$ cat src/rtl/uart_line_arbiter.sv
// Line-atomic arbiter sharing one UART print sink among NPORTS requesters.
// Define UART_ARB_TAG_EN to prefix every granted line with "<port>:".
module uart_line_arbiter #(
  parameter int NPORTS  = 4,
  parameter int TIMEOUT = 1024
) (
  input  logic                      clk,
  input  logic                      resetn,
  input  logic [NPORTS*8-1:0]       req_data,
  input  logic [NPORTS-1:0]         req_valid,
  output logic [NPORTS-1:0]         req_ready,
  output logic [7:0]                uart_data,
  output logic                      uart_data_valid,
  output logic [$clog2(NPORTS)-1:0] owner,
  output logic                      busy
);

  localparam int OW = $clog2(NPORTS);
  localparam int CW = (TIMEOUT > 0) ? $clog2(TIMEOUT + 1) : 1;

  typedef enum logic [2:0] {
    IDLE,
`ifdef UART_ARB_TAG_EN
    TAG_ID,
    TAG_SEP,
`endif
    PASS,
    BREAK
  } state_t;

  state_t          state;
  logic [OW-1:0]   last_port;
  logic [OW-1:0]   pick;
  logic [CW-1:0]   idle_cnt;
  logic [7:0]      sel_data;
  logic            xfer;
  logic            expire;

  assign sel_data = req_data[8*int'(owner) +: 8];
  assign xfer     = (state == PASS) && req_valid[owner];
  assign busy     = (state != IDLE);

  // Expire one cycle early so the break strobe lands TIMEOUT cycles after the last character.
  assign expire   = (TIMEOUT != 0) && ((int'(idle_cnt) + 1) >= (TIMEOUT - 1));

  // Round-robin pick starting at last_port+1; walking downwards lets the nearest port win.
  always_comb begin
    // NOTE: every always_comb output gets a default first so no path infers a latch.
    pick = last_port;
    for (int i = NPORTS; i >= 1; i--) begin
      if (req_valid[(int'(last_port) + i) % NPORTS])
        pick = OW'((int'(last_port) + i) % NPORTS);
    end
  end

  always_comb begin
    req_ready = '0;
    if (state == PASS) req_ready[owner] = 1'b1;
  end

  always_ff @(posedge clk or negedge resetn) begin
    if (!resetn) begin
      state           <= IDLE;
      owner           <= '0;
      last_port       <= OW'(NPORTS - 1);
      idle_cnt        <= '0;
      uart_data       <= '0;
      uart_data_valid <= 1'b0;
    end else begin
      // NOTE: state registers use non-blocking assignments so every branch sees pre-edge values.
      uart_data_valid <= 1'b0;
      case (state)
        IDLE: begin
          if (|req_valid) begin
            owner    <= pick;
            idle_cnt <= '0;
`ifdef UART_ARB_TAG_EN
            state    <= TAG_ID;
`else
            state    <= PASS;
`endif
          end
        end
`ifdef UART_ARB_TAG_EN
        TAG_ID: begin
          uart_data       <= 8'h30 + 8'(owner);
          uart_data_valid <= 1'b1;
          state           <= TAG_SEP;
        end
        TAG_SEP: begin
          uart_data       <= 8'h3a;
          uart_data_valid <= 1'b1;
          idle_cnt        <= '0;
          state           <= PASS;
        end
`endif
        PASS: begin
          if (xfer) begin
            uart_data       <= sel_data;
            uart_data_valid <= 1'b1;
            idle_cnt        <= '0;
            if (sel_data == 8'h0a) begin
              last_port <= owner;
              state     <= IDLE;
            end
          end else if (expire) begin
            state <= BREAK;
          end else if (idle_cnt != '1) begin
            idle_cnt <= idle_cnt + 1'b1;
          end
        end
        BREAK: begin
          uart_data       <= 8'h0a;
          uart_data_valid <= 1'b1;
          last_port       <= owner;
          state           <= IDLE;
        end
        default: state <= IDLE;
      endcase
    end
  end

endmodule

$ cat config.mk
export PLATFORM = sky130hd
export DESIGN_NAME = uart_line_arbiter
export DESIGN_NICKNAME = d
export VERILOG_FILES = /design/src/rtl/uart_line_arbiter.sv
export SDC_FILE = /design/constraint.sdc
export NUM_CORES = 1
export LEC_CHECK = 0
export CORE_MARGIN = 5
export CORE_UTILIZATION = 42
export CTS_BUF_LIST = sky130_fd_sc_hd__clkbuf_16
export CTS_CLUSTER_DIAMETER = 120
export DETAILED_ROUTE_END_ITERATION = 8
export PLACE_DENSITY = 0.72
export SYNTH_ARGS = -nofsm -noshare
export SYNTH_HDL_FRONTEND = slang
export SYNTH_SLANG_ARGS = --single-unit
export TNS_END_PERCENT = 100
$ cat constraint.sdc
create_clock -name clk -period 2.4 [get_ports clk]
set_input_delay 0.48 -clock clk [delete_from_list [all_inputs] [get_ports clk]]
set_output_delay 0.48 -clock clk [all_outputs]
set_load 0.02 [all_outputs]
==> results of run 1 <==
## placed cells by master (no fill, tap or decap), types with 5 or more instances in the layout
| cell type | instances |
|---|---|
| inv_1 | 7 |
| mux4_1 | 5 |
| buf_4 | 25 |
| clkdlybuf4s50_1 | 50 |
| a22oi_1 | 6 |
| nand2_1 | 19 |
| nand3_1 | 5 |
| ha_1 | 5 |
| a21oi_1 | 10 |
| nor2_1 | 10 |
| o21ai_0 | 19 |
| dfrtp_1 | 23 |
| o31ai_1 | 5 |
## registers in the layout (all words and copies together), names as in the netlist
signal / flops
last_port: 2
idle_cnt: 11
owner: 2
uart_data: 8
uart_data_valid: 1
state: 2
## per-stage QoR
| stage | setup WS (ns) | area, sq um | setup TNS [ns] | power, uW |
|---|---|---|---|---|
| after floorplan | 0.2333 | 1891 | 0 | 1756 |
| after global placement | -0.02543 | 2603 | -0.06730 | 2387 |
| after detailed placement | -0.06408 | 2603 | -0.1700 | 2421 |
| after CTS | 0.005434 | 2680 | 0 | 2798 |
| after global routing | 0.01297 | 2686 | 0 | 3006 |
| final | 0.09428 | 2686 | 0 | 2783 |
## worst register-to-register path, delay by kind of cell (launching register included)
family,cells,cell delay (ns)
muxes,2,0.88
buffers and inverters,1,0.17
and+or+nand+nor,3,0.50
DFF,1,0.46
AOI/OAI and AO/OA,1,0.06
## power breakdown
part           switching, uW  total, uW  internal, uW
logic                    854       1690           832
clock network            155        378           223
registers                145        719           574
total                   1150       2780          1630
## final cells by class
type	instances	area share
Clock buffer	3	0.02795
Clock inverter	1	0.001397
Inverter	8	0.01118
Multi-Input combinational cell	151	0.4229
Sequential cell	26	0.2436
Tap cell	52	0.02422
Timing Repair Buffer	78	0.2687
## logic make-up (layout without fill, tap and decap cells)
kind of cell / count (synthesis) / count (layout) / synth area share
muxes: 15 / 15 / 0.1463
adders and majority gates: 5 / 5 / 0.03309
and+or+nand+nor: 69 / 69 / 0.2045
buffers and inverters: 19 / 90 / 0.05360
AOI/OAI and AO/OA: 62 / 62 / 0.2171
DFF: 26 / 26 / 0.3455
## final timing paths
kind / endpoint / slack, ns / cells after the start
setup / recovery: req_ready[0] / 0.09 / 5
setup reg to reg: last_port[1] / 0.26 / 7
hold reg to reg: uart_data[0] / 0.53 / 2
min in group asynchronous: idle_cnt[0] / 0.58 / 2
hold / removal: uart_data[0] / 0.53 / 2
max in group asynchronous: last_port[0] / 1.52 / 2
## timing repair
item	4_1_cts	5_1_grt
resized for setup	1	3
pin swaps	0	0
setup endpoints to repair	1	4
hold buffers	0	0
cloned	0	0
## layer usage
metal,vias to the layer above,GRT usage,share of wire
met4,0,0.05842,0.016
met1,873,0.2199,0.42
met5,-,0,0
li1,889,-,-
met2,65,0.3039,0.48
met3,9,0.04333,0.075
==> results.cfg, run 1 <==
[run_status]
status = finished clean

[setup_path]
cp_top_family = buffers and inverters
worstSetupStartpointType = flop
crit_chain = inv_1 -> ha_1 -> clkinv_1 -> nor3_1 -> clkdlybuf4s50_1
worstPathArrival_ns = 1.83
cpPeakStageDelay_ns = 0.63
crit_path_max_fanout = 3
cp-end-kind = output port
r2r-start = owner[0]
crit_start = state[1]
cp_num_buf_inv = 3
crit_type = flop to output port
slowest_stage = clkdlybuf4s50_1
cp.required_ns = 1.92

[drt]
drt-initial-drc-count = 68
via_per_inst = 5.755
post_drt_wl_per_cell_microns = 15.44
drtAntennaViolNets = 0
num_vias = 1836
drc = 0
wl_microns = 4925
dr.pass1.iters = 4

[place]
portBuffers = 53
dp_cells = 315
place_congestion = 0.8257
dp_hpwl_microns = 3945

[floorplanning]
fp-row-count = 24
die_h_microns = 77.09
start_util = 0.4342
core_area_sq_um = 4354
io_pins = 54
die_w_microns = 77.09
dieArea_sq_um = 5943

[timing]
max_freq_mhz = 433.7
finalHoldViolations = 0
drv_slew = 0
whs_ns = 0.5254
slew-limit-headroom = 0.7284
fin_crit_ns = 2.306
rsz0062_at_grt = no
worst_pin_slew_ns = 0.4059
setup_viol = 0
finalCritPeriodShare = 0.9607
skew_ns = 0.002308

[grt]
grt_pass1_vias = 2000
overflow = 0
grt_max_degree = 27
grt_antenna_before_repair = 0
grt_usage = 0.1783
grt_pass1_wl_microns = 8942

[final_layout]
nFillCells = 363
area_delta_synth_final_pct = 42.09
drive_above_1_share = 0.1573
finish.utilization = 0.6170
n_antenna_cell = 0
layout.nets = 311
instances_no_fill = 319
multi_input_area_sq_um = 1136
regArea_sq_um = 654.4

[synthesis]
netlist_top_cells_area = dfrtp_1 (32%), mux4_1 (6.9%), o21ai_0 (5.0%)
synthArstFlopShare = 1.000
ys_ff_latch = 26
ys_seq_area_frac = 0.3455
synth_edf_count = 0
ys_types = 56
yosysMostFrequentCell = dfrtp_1
syn_area_sq_um = 1891
syn_inst = 196
synthTopCellsByCount = dfrtp_1 (24), nand2_1 (19), o21ai_0 (19)
synth.avg_cell_area_sq_um = 9.646
post-synth-top-area-cell = dfrtp_1
yosys_warnings = 0
synth_flop_cell = dfrtp_1
synth_top_cell_area_share = 0.3177
syn_nets = 239

[cts]
clkTransAtPathRegs_ns = 0.07
clock-root-buffer = clkbuf_16
clock_sinks = 26
cts_htree_levels = 1
clockBufferDepth = 2
cts_tree = yes
cts-buffers-inserted = 3
insertion_delay_ns = 0.26
post_cts_buffers = 0

[power_and_ir_drop]
max-vdd-ir-drop_mv = 0.8066
cellLeakagePower_uw = 0.001142
power_density_nw_per_um2 = 1036

[min_path]
min_from = uart_data[0]
holdCritPathClass = flop to flop

[run]
maxCapViolCount = 0
Power figures use the tool's default switching activity.
==> run 2: changes to the inputs <==
--- a/config.mk
+++ b/config.mk
@@ -11,6 +11,7 @@
 export CTS_CLUSTER_DIAMETER = 120
 export DETAILED_ROUTE_END_ITERATION = 8
 export PLACE_DENSITY = 0.72
+export SKIP_LAST_GASP = 1
 export SYNTH_ARGS = -nofsm -noshare
 export SYNTH_HDL_FRONTEND = slang
 export SYNTH_SLANG_ARGS = --single-unit
==> constraint.sdc (replaced) <==
create_clock -name clk -period 2.8 [get_ports clk]
set_input_delay 0.56 -clock clk [delete_from_list [all_inputs] [get_ports clk]]
set_output_delay 0.56 -clock clk [all_outputs]
set_load 0.02 [all_outputs]
==> results.cfg, run 2 (synthesis results as in run 1) <==
[timing]
fin_crit_ns = 2.630
skew_ns = 0.002096
worst_pin_slew_ns = 0.4720
setup_viol = 0
fin_setup_tns_ns = 0
finalCritPeriodShare = 0.9395
finalHoldViolations = 0
drv_slew = 0
slew-limit-headroom = 0.6844
max_freq_mhz = 380.2
rsz0062_at_grt = no
setup_ws_ns = 0.1695

[grt]
grt_max_degree = 17
grt_pass1_wl_microns = 8597
grt_antenna_before_repair = 0
grt_pass1_vias = 1824
overflow = 0
grt_usage = 0.1729

[setup_path]
r2r-end = last_port[1]
cp.required_ns = 2.24
reg2reg_slack_ns = 0.43
crit_chain = inv_1 -> ha_1 -> clkinv_1 -> nor3b_1 -> clkdlybuf4s50_1
cp-end-kind = output port
slowest_stage = clkdlybuf4s50_1
worstSetupStartpointType = flop
r2r-start = owner[0]
cp_top_family = buffers and inverters
r2r_cells = 6
crit_path_max_fanout = 10
crit_type = flop to output port
worstPathArrival_ns = 2.07
crit_start = state[1]
cpPeakStageDelay_ns = 0.65
cp_num_buf_inv = 3

[cts]
post_cts_buffers = 0
cts-buffers-inserted = 3
cts_tree = yes
clkTransAtPathRegs_ns = 0.06
clockBufferDepth = 2
ctsResizeCount = 0
insertion_delay_ns = 0.26
cts_hold_buf = 0
cts_htree_levels = 1
clock_sinks = 26
clock-root-buffer = clkbuf_16

[place]
place_ws_ns = 0.1187
placedInstanceArea_sq_um = 2460
place_congestion = 0.8727
dp_cells = 296
dp_hpwl_microns = 3832
portBuffers = 53

[floorplanning]
die_h_microns = 77.09
die_w_microns = 77.09
fp-row-count = 24
io_pins = 54
core_area_sq_um = 4354
dieArea_sq_um = 5943
start_util = 0.4342

[final_layout]
layout_commonest_cell = clkdlybuf4s50_1
largest_reg_flops = 11
drive_above_1_share = 0.08871
layout.nets = 292
top_register = idle_cnt
top_regs = idle_cnt (11), uart_data (8)
layout_common_cells = clkdlybuf4s50_1 (53), dfrtp_1 (24), nand2_1 (19), o21ai_0 (19)
fin_area_sq_um = 2539
instances_no_fill = 300
area_delta_synth_final_pct = 34.28
n_antenna_cell = 0

[drt]
drtAntennaViolNets = 0
drc = 0
drt-initial-drc-count = 164
via_per_inst = 5.880
num_vias = 1764
wl_microns = 4769
post_drt_wl_per_cell_microns = 15.90
dr.pass1.iters = 4

[power_and_ir_drop]
power_density_nw_per_um2 = 876.1
max-vdd-ir-drop_mv = 0.5082
power_uw = 2224
cellLeakagePower_uw = 0.001011

[run_status]
status = finished clean

[min_path]
hold_depth = 2
hold_end = uart_data[0]
holdCritPathClass = flop to flop
min_from = uart_data[0]

[run]
maxCapViolCount = 0
-- run 2: cell types whose count changed in the layout (fill, tap and decap cells not counted), sizes merged --
cell,change
clkdlybuf4s50,+3
dlygate4sd2,-1
buf,-19
dlymetal6s2s,-2
-- run 2: routing by layer --
metal / vias up / track usage / routed length, microns
li1: 855 / - / -
met1: 823 / 0.2220 / 2035
met2: 75 / 0.2844 / 2255
met3: 11 / 0.04333 / 410
met4: 0 / 0.05498 / 67
met5: - / 0 / 0
-- run 2: worst reg2reg max path, stage by stage, from the launching register on --
cell and delay [ns]:
dfrtp_1 0.63, mux4_1 0.67, nor4b_2 0.41, nand2_2 0.11, nor2_2 0.08, a21oi_1 0.07
mux2_1 0.33
-- run 2: power by group --
group	leakage [uW]	switching [uW]	internal [uW]
Clock	0.0000385	125	191
Combinational	0.000638	676	606
Sequential	0.000334	136	490
-- run 2: area by class of cell --
cell class | instances | area, sq um
fillers | 379 | 1815
multi-input cells | 151 | 1136
flip-flops and latches | 26 | 653.1
repair buffers | 59 | 575.6
clock buffers | 3 | 75.07
well taps | 52 | 65.06
inverters | 8 | 30.03
clock inverters | 1 | 3.754
-- run 2: through the flow --
stage,hold WS [ns],utilization
finish,0.5231,0.5830
global route,0.5660,0.5830
detailed placement,0.5172,0.5649
CTS,0.5297,0.5830
global placement,0.4997,0.5649
floorplan,0.2644,-
-- run 2: worst max-delay path by stage --
stage,end,slack (ns),cells after the start
2_1_floorplan,last_port[1],0.63,8
3_3_place_gp,idle_cnt[8],0.19,7
3_5_place_dp,idle_cnt[4],0.12,7
4_1_cts,req_ready[1],0.16,5
5_1_grt,req_ready[1],0.03,5
6_report,req_ready[1],0.17,5
==> run 3: changes to the inputs <==
--- a/config.mk
+++ b/config.mk
@@ -7,7 +7,7 @@
 export LEC_CHECK = 0
 export CORE_MARGIN = 5
 export CORE_UTILIZATION = 42
-export CTS_BUF_LIST = sky130_fd_sc_hd__clkbuf_16
+export CTS_BUF_LIST = sky130_fd_sc_hd__clkbuf_4
 export CTS_CLUSTER_DIAMETER = 120
 export DETAILED_ROUTE_END_ITERATION = 8
 export PLACE_DENSITY = 0.72
==> results.cfg, run 3 (synthesis results as in run 1) <==
[run_status]
status = finished clean

[final_layout]
layout_commonest_cell = clkdlybuf4s50_1
top_regs = idle_cnt (11), uart_data (8)
n_antenna_cell = 0
top_register = idle_cnt
finish.utilization = 0.5727
layout.nets = 292
layout_common_cells = clkdlybuf4s50_1 (52), dfrtp_1 (23), nand2_1 (19), o21ai_0 (19)
largest_reg_flops = 11
regArea_sq_um = 654.4
drive_above_1_share = 0.09677
multi_input_area_sq_um = 1136
area_delta_synth_final_pct = 31.90
nFillCells = 387

[setup_path]
cpPeakStageDelay_ns = 0.64
crit_chain = inv_1 -> ha_1 -> clkinvlp_4 -> nor3_1 -> clkdlybuf4s50_1
r2r-end = state[1]
crit_type = flop to output port
worstSetupStartpointType = flop
cp_num_buf_inv = 3
cp_top_family = buffers and inverters
worstPathArrival_ns = 2.05
crit_path_max_fanout = 10
reg2reg_slack_ns = 0.43
r2r_cells = 7
cp-end-kind = output port
cp.required_ns = 2.24
slowest_stage = clkdlybuf4s50_1
r2r-start = idle_cnt[0]

[drt]
wl_microns = 4765
dr.pass1.iters = 4
drc = 0
post_drt_wl_per_cell_microns = 15.88
num_vias = 1746
drtAntennaViolNets = 0
drt-initial-drc-count = 142
via_per_inst = 5.820

[grt]
grtUsageMet3 = 0.03981
grt_antenna_before_repair = 0
grt_pass1_wl_microns = 8549
use_met1 = 0.2234
grtUsageMet2 = 0.2827
grt_usage = 0.1717
grt_pass1_vias = 1819
overflow = 0
grt_max_degree = 17
busiest_layer = met2

[cts]
cts_hold_buf = 0
cts_htree_levels = 1
insertion_delay_ns = 0.32
clkTransAtPathRegs_ns = 0.14
clockBufferDepth = 2
cts-buffers-inserted = 3
clock-root-buffer = clkbuf_4
clock_sinks = 26
cts_tree = yes

[floorplanning]
io_pins = 54
die_w_microns = 77.09
die_h_microns = 77.09
fp-row-count = 24
dieArea_sq_um = 5943
start_util = 0.4342
core_area_sq_um = 4354

[power_and_ir_drop]
power_uw = 2075
clkPwrFrac = 0.079
cellLeakagePower_uw = 0.001002
intPower_uw = 1151
switchingPower_uw = 924.3
combPwrFrac = 0.620
power.share.switching = 0.4454
power_density_nw_per_um2 = 832.2
max-vdd-ir-drop_mv = 0.5055
seqPwrFrac = 0.301

[timing]
worst_pin_slew_ns = 0.4756
setup_viol = 0
fin_setup_tns_ns = 0
slew-limit-headroom = 0.6810
max_freq_mhz = 382.5
finalHoldViolations = 0
fin_crit_ns = 2.615
whs_ns = 0.5464
skew_ns = 0.007973
finalCritPeriodShare = 0.9338
rsz0062_at_grt = no
drv_slew = 0

[min_path]
holdCritPathClass = input pin to asynchronous set/reset pin

[run]
maxCapViolCount = 0

[place]
place_congestion = 0.8727
dp_hpwl_microns = 3832
portBuffers = 53
==> run 3: cell types whose count changed in the layout (fill, tap and decap cells not counted), sizes merged <==
| cell | delta |
|---|---|
| dlymetal6s2s | +1 |
| clkdlybuf4s50 | -1 |
| clkinv | -1 |
| clkinvlp | +1 |
==> run 3: what timing repair did <==
item                       in CTS  in global routing
resized for setup               0                  3
setup buffers                   0                  0
setup endpoints to repair       0                  2
hold endpoints to repair        0                  0
==> run 3: final cells by class <==
cell class	count	area share
Multi-Input combinational cell	151	0.4556
Timing Repair Buffer	59	0.2318
Clock inverter	1	0.001505
Sequential cell	26	0.2624
Tap cell	52	0.02609
Clock buffer	3	0.009032
Inverter	8	0.01355
==> run 3: worst max path at each step <==
stage | from | to | depth (start not counted)
after floorplan | owner[1] | last_port[1] | 8
after global placement | req_valid[3] | idle_cnt[8] | 7
after detailed placement | req_valid[2] | idle_cnt[4] | 7
after CTS | state[1] | req_ready[1] | 5
after global routing | state[1] | req_ready[0] | 5
final | state[1] | req_ready[0] | 5
==> run 3: worst reg2reg max path, stage by stage (launching register included) <==
cell      delay (ns)
dfrtp_1         0.52
ha_1            0.35
nand2_1         0.11
or2_2           0.31
o31a_1          0.30
a211oi_1        0.43
or3_1           0.17
o21ai_0         0.07
==> run 3: layer usage <==
metal / vias to the layer above / share of wire
li1: 849 / -
met1: 810 / 0.42
met2: 77 / 0.48
met3: 10 / 0.086
met4: 0 / 0.013
met5: - / 0
==> run 3: power groups by stage <==
stage	combinational, uW	sequential [uW]	clock (uW)
after CTS	1290	626	168
after detailed placement	1290	633	0
after global placement	1270	633	0
after floorplan	868	637	0
after global routing	1420	650	194
final	1290	625	164
==> run 3: stage by stage <==
stage | cells | setup WS (ns) | area [sq um]
floorplan | 196 | 0.6333 | 1891
global placement | 296 | 0.1916 | 2460
detailed placement | 296 | 0.1187 | 2460
CTS | 300 | 0.07461 | 2486
global route | 300 | 0.04870 | 2494
finish | 300 | 0.1854 | 2494
